## config.mk

```make
export PLATFORM = sky130hd
export DESIGN_NAME = phys_reg_free_list
export DESIGN_NICKNAME = d
export VERILOG_FILES = /design/src/rtl/rename_pkg.sv /design/src/rtl/phys_reg_free_list.sv
export SDC_FILE = /design/constraint.sdc
export NUM_CORES = 1
export LEC_CHECK = 0
export ABC_AREA = 1
export CAP_MARGIN = 20
export CORE_MARGIN = 5
export CORE_UTILIZATION = 51
export DETAILED_ROUTE_END_ITERATION = 7
export GPL_ROUTABILITY_DRIVEN = 0
export PLACE_DENSITY_LB_ADDON = 0.12
export SETUP_SLACK_MARGIN = 0.15
export SYNTH_ARGS = -nofsm -noshare
export SYNTH_HDL_FRONTEND = slang
export SYNTH_SLANG_ARGS = --single-unit
```

## constraint.sdc

```tcl
create_clock -name clk -period 10.1 [get_ports clk]
set_input_delay 2.02 -clock clk [delete_from_list [all_inputs] [get_ports clk]]
set_output_delay 2.02 -clock clk [all_outputs]
set_load 0.005 [all_outputs]
```

## src/rtl/rename_pkg.sv

```systemverilog
// Shared rename-stage types and sizes: physical tag type, free-list geometry,
// and a 2-bit popcount used by the 2-wide alloc/free/commit ports.
package rename_pkg;

  localparam int NUM_PHY   = 64;
  localparam int ARCH_REGS = 32;
  localparam int PHY_WIDTH = $clog2(NUM_PHY);
  localparam int FL_DEPTH  = NUM_PHY - ARCH_REGS;
  localparam int FL_PTR_W  = $clog2(FL_DEPTH);

  typedef logic [PHY_WIDTH-1:0] phy_tag_t;

  function automatic logic [1:0] popcnt2(input logic [1:0] v);
    return {v[1] & v[0], v[1] ^ v[0]};
  endfunction

endpackage

```

## src/rtl/phys_reg_free_list.sv

```systemverilog
// Physical register free list for a 2-wide rename stage with commit-time rewind.
// Optional self-check logic is enabled by defining FREELIST_CHECK_EN.
module phys_reg_free_list
  import rename_pkg::*;
(
  input  logic                clk,
  input  logic                rst,
  input  logic                flush,
  input  logic                done,
  input  logic [1:0]          alloc_req,
  output logic                alloc_ok,
  output phy_tag_t            rd_phy_new_0,
  output phy_tag_t            rd_phy_new_1,
  input  logic [1:0]          free_valid,
  input  phy_tag_t            free_phy_0,
  input  phy_tag_t            free_phy_1,
  input  logic [1:0]          commit_alloc,
  output logic [FL_PTR_W:0]   free_count,
  output logic                err
);

  localparam int CW = FL_PTR_W + 1;
  localparam int SW = CW + 1;

  typedef logic [FL_PTR_W-1:0] ptr_t;
  typedef logic [CW-1:0]       cnt_t;
  typedef logic [SW-1:0]       sum_t;

  phy_tag_t   fl [FL_DEPTH];
  ptr_t       head, tail, commit_head;
  // Allocated-but-uncommitted count; resolves head==commit_head when all 32 are in flight.
  cnt_t       spec_cnt;

  logic [1:0] n_req, n_free, n_commit;
  logic       rewind;
  ptr_t       head_p1, tail_p1, commit_head_next, head_next;
  cnt_t       cnt_next, spec_next;
  sum_t       cnt_sum;

  assign n_req    = popcnt2(alloc_req);
  assign n_free   = popcnt2(free_valid);
  assign n_commit = popcnt2(commit_alloc);
  assign rewind   = flush | done;

  assign alloc_ok = (cnt_t'(n_req) <= free_count) && !rewind;

  assign head_p1          = head + ptr_t'(1);
  assign tail_p1          = tail + ptr_t'(1);
  assign commit_head_next = commit_head + ptr_t'(n_commit);

  // A lone slot1 request is packed onto the head entry.
  assign rd_phy_new_0 = fl[head];
  assign rd_phy_new_1 = (alloc_req == 2'b10) ? fl[head] : fl[head_p1];

  always_comb begin
    cnt_sum   = {1'b0, free_count} + sum_t'(n_free);
    spec_next = spec_cnt - cnt_t'(n_commit);
    head_next = head;
    if (rewind) begin
      cnt_sum   = cnt_sum + {1'b0, spec_cnt} - sum_t'(n_commit);
      spec_next = '0;
      head_next = commit_head_next;
    end else if (alloc_ok) begin
      cnt_sum   = cnt_sum - sum_t'(n_req);
      spec_next = spec_next + cnt_t'(n_req);
      head_next = head + ptr_t'(n_req);
    end
    cnt_next = cnt_t'(cnt_sum);
  end

  always_ff @(posedge clk or posedge rst) begin
    if (rst) begin
      head        <= '0;
      tail        <= '0;
      commit_head <= '0;
      spec_cnt    <= '0;
      free_count  <= cnt_t'(FL_DEPTH);
      for (int i = 0; i < FL_DEPTH; i++) fl[i] <= phy_tag_t'(ARCH_REGS + i);
    end else begin
      head        <= head_next;
      tail        <= tail + ptr_t'(n_free);
      commit_head <= commit_head_next;
      spec_cnt    <= spec_next;
      free_count  <= cnt_next;
      if (free_valid[0]) fl[tail] <= free_phy_0;
      if (free_valid[1]) fl[free_valid[0] ? tail_p1 : tail] <= free_phy_1;
    end
  end

`ifdef FREELIST_CHECK_EN
  localparam int AW = $clog2(ARCH_REGS);

  // Architectural tags currently sitting in the pool after being released once.
  logic [ARCH_REGS-1:0] arch_freed, arch_freed_next;
  logic                 err_r, chk_over, chk_commit, chk_arch, chk_any;
  logic                 low0, low1;

  assign low0 = free_valid[0] && (free_phy_0 < phy_tag_t'(ARCH_REGS));
  assign low1 = free_valid[1] && (free_phy_1 < phy_tag_t'(ARCH_REGS));

  always_comb begin
    chk_over   = cnt_sum > sum_t'(FL_DEPTH);
    chk_commit = cnt_t'(n_commit) > spec_cnt;
    chk_arch   = (low0 && arch_freed[free_phy_0[AW-1:0]]) ||
                 (low1 && arch_freed[free_phy_1[AW-1:0]]) ||
                 (low0 && low1 && (free_phy_0 == free_phy_1));
    chk_any    = chk_over | chk_commit | chk_arch;

    arch_freed_next = arch_freed;
    if (alloc_ok && alloc_req[0] && (rd_phy_new_0 < phy_tag_t'(ARCH_REGS)))
      arch_freed_next[rd_phy_new_0[AW-1:0]] = 1'b0;
    if (alloc_ok && alloc_req[1] && (rd_phy_new_1 < phy_tag_t'(ARCH_REGS)))
      arch_freed_next[rd_phy_new_1[AW-1:0]] = 1'b0;
    if (low0) arch_freed_next[free_phy_0[AW-1:0]] = 1'b1;
    if (low1) arch_freed_next[free_phy_1[AW-1:0]] = 1'b1;
  end

  always_ff @(posedge clk or posedge rst) begin
    if (rst) begin
      err_r      <= 1'b0;
      arch_freed <= '0;
    end else begin
      arch_freed <= arch_freed_next;
      if (chk_any) err_r <= 1'b1;
    end
  end

`ifndef SYNTHESIS
  always_ff @(posedge clk) begin
    if (!rst && chk_any && !err_r)
      $error("phys_reg_free_list: over=%0b commit=%0b arch=%0b", chk_over, chk_commit, chk_arch);
  end
`endif

  assign err = err_r;
`else
  assign err = 1'b0;
`endif

endmodule

```

==> results.md <==
- YS warnings: 0
- Root Buffer: clkbuf_16
- Pins Over Slew Limit: 0
- Top cells by area, synth: dfstp_2 19%, dfrtp_1 17%, o21ai_0 16%, nand2_1 14%, a21oi_1 5.7%
- Number of global-route vias before repair: 14,243
- Synth unique cells: 43
- Dpl hpwl: 33,800 µm
- Top FF cell, synth: dfstp_2
- Layout area overhead: 9.17%
- Least-Margin Pin Slew: 1.22 ns
- Met1 Usage GRT: 44.3%
- Setup slack at placement: 3.81 ns
- CTS Buf Count: 28
- Num ports: 42
- Routed wire per std cell: 20.8 µm
- Crit. End Element: primary output
- Status: complete, no violations
- Initial antenna violation count: 0
- Worst VDD drop: 0.000228 V
- Fmax: 151 MHz
- Final Hold Fails: 0
- GR peak layer: met2
- RSZ-0062 raised after global routing: no
- Syn avg cell area: 6.84 µm²
- Startpoint types: flip-flop
- Largest delay share family, worst path: buffers and inverters
- Slowest cell delay on critical path: 0.79 ns
- Commonest non-fill, non-tap cell in the layout: nand2_1
- Routed WL: 53,400 µm
- Max-slew headroom at the worst pin: 18.6%
- Sequential fraction of the synthesis area: 36.7%
- CTS clk-pin slew, worst paths: 0.06 ns
- Die span in x: 183 µm
- Critical Path Fanout Max: 119
- Setup ws final: 3.47 ns
- GRT Residual Overflow: 0
- Initial core utilization: 51.6%
- Final nets: 2,212
- Post-CTS resize count: 0
- Fin crit share: 65.7%
- Later-pin clock latency in the skew report: 0.55 ns
- Largest net degree at the start of global routing: 120
- Pwr dens: 394 nW/µm²
- Most frequent cells in the layout: 555 x nand2_1, 483 x o21ai_0, 185 x inv_1, 174 x a21oi_1, 167 x nand3_1
- Fraction of layout instances using a drive strength above 1: 9.53%
- Crit-path slowest cell: buf_4
- Area leader, netlist: dfstp_2
- Syn Inst Count: 2,237
- # setup viols final: 0
- Pleak: 7.29 nW
- Setup Skew: 0.0166 ns
- Met2 Usage GRT: 47.2%
- Crit-path most repeated cell: nand3_1
- Post-synth EDFFs: 0
- Cells after DPL: 2,509
- GR met3 Demand/Resource: 5.55%
- Async S/R FF share, synth: 100%
- Routed Antenna Nets: 0
- CTS max path bufs: 3
- CTS tree: built
- Post-synth net total: 2,299
- HP Class: flip-flop to flip-flop
- PortBufs: 40
- Seq cells post-synth: 219
- Post-synth top area share: 19.4%
- H-tree Lvls: 1
- Routed via count: 15,487
- Arr. time, crit path: 4.61 ns
- Die Y: 183 µm
- Fillcell total: 2,863
- Starting DRC count in detailed routing: 2,094
- First-pass GRT wire length: 83,100 µm
- Tot GR Track Use: 31.1%
- Final min period: 6.63 ns
- # rows: 63
- TritonRoute pass-1 iters: 8
- Core Box Area: 29,600 µm²
- Vias per cell: 6.04
- Critical path class: flip-flop to primary output
- Power after layout: 6.58 mW
- Post-CTS setup buffer count: 0
- Hold Buf Count CTS: 0
- Diode count: 0
- Critical path, cell by cell: buf_4, inv_4, buf_4, a21oi_1, o21ai_0, nand3_1, nand3_1, nand3b_1, nand3_1, nand2_1, clkdlybuf4s50_1
- Setup TNS: 0 ns
- Req. time, crit path: 8.08 ns
- Die area: 33,600 µm²
- Max cap viols: 0
- DRC: 0
- Worst path bufs/invs: 4
- Mapped cell area: 15,300 µm²
- CTS sink cnt: 219
- Fin cells: 2,562
through the flow:
stage	hold slack (ns)	utilization, %	instance area, µm²
final	0.490	56.4	16700
after global placement	0.476	52.8	15600
after detailed placement	0.471	52.8	15600
after floorplan	0.444	-	15300
after global routing	0.511	56.4	16700
after CTS	0.482	56.3	16700
sequential cells by signal, summed over array words and instances (netlist names):
signal       flops
spec_cnt         6
head             5
free_count       6
commit_head      5
fl             192
tail             5
cell usage after synthesis, types with 2 or more instances:
| cell type | n |
|---|---|
| a21oi_1 | 174 |
| a31oi_1 | 2 |
| and2_1 | 8 |
| buf_1 | 10 |
| buf_2 | 35 |
| buf_4 | 3 |
| buf_6 | 2 |
| clkbuf_1 | 129 |
| clkinv_1 | 2 |
| dfrtp_1 | 106 |
| dfstp_2 | 113 |
| fa_1 | 7 |
| ha_1 | 33 |
| inv_1 | 189 |
| inv_2 | 3 |
| inv_4 | 2 |
| nand2_1 | 555 |
| nand2_2 | 3 |
| nand3_1 | 167 |
| nand3b_1 | 9 |
| nand4_1 | 18 |
| nor2_1 | 29 |
| nor2_2 | 3 |
| nor3_1 | 7 |
| o211ai_1 | 50 |
| o21ai_0 | 483 |
| o21ai_1 | 57 |
| o221ai_1 | 4 |
| or2_2 | 2 |
| xnor2_1 | 6 |
| xor2_1 | 14 |
cell type report:
cell class	instances	area [µm²]	share of cell area, %
clock inverters	14	226	1.36
repair buffers	62	586	3.51
clock buffers	38	810	4.85
flip-flops and latches	219	5630	33.7
well taps	390	488	2.92
inverters	196	751	4.49
multi-input cells	1643	8220	49.2
worst register-to-register path: cells and delay by family (launching register included):
family / cells / cell delay (ns)
AND/OR/NAND/NOR: 4 / 1.68
AO/OA/AOI/OAI: 2 / 0.50
flip-flops: 1 / 0.47
adder cells (fa/ha/maj): 1 / 0.30
buffers and inverters: 2 / 0.17
power by group:
part | switching, mW | total (mW) | internal (mW)
logic | 2.44 | 3.72 | 1.28
registers | 0.304 | 1.73 | 1.43
clock network | 0.414 | 1.13 | 0.713
routing by layer:
| metal | vias to the layer above | part of all wire, % |
|---|---|---|
| li1 | 7329 | - |
| met1 | 7156 | 42 |
| met2 | 856 | 43 |
| met3 | 146 | 10 |
| met4 | 0 | 4.5 |
| met5 | - | 0 |
path summary, 6_finish.rpt:
kind / end / depth (start not counted) / slack (ns) / from
max in group asynchronous: head[0] / 3 / 6.53 / rst
max: rd_phy_new_1[4] / 11 / 3.47 / head[0]
min: commit_head[4] / 1 / 0.49 / commit_head[4]
min reg2reg: commit_head[4] / 1 / 0.49 / commit_head[4]
max reg2reg: fl[23] / 9 / 6.88 / tail[0]
min in group asynchronous: fl[126] / 2 / 1.96 / rst
kinds of logic (layout without fill, tap and decap cells):
group / count (synthesis) / in the layout / synth area share, %
simple gates: 806 / 806 / 22.3
compound gates: 775 / 775 / 26.4
buf+inv: 375 / 310 / 9.69
flops: 219 / 219 / 36.7
fa+ha+maj: 40 / 40 / 3.61
xor+xnor: 21 / 21 / 1.32
other cells: 1 / 1 / 0.0245
(Power assumes the default switching activity.)
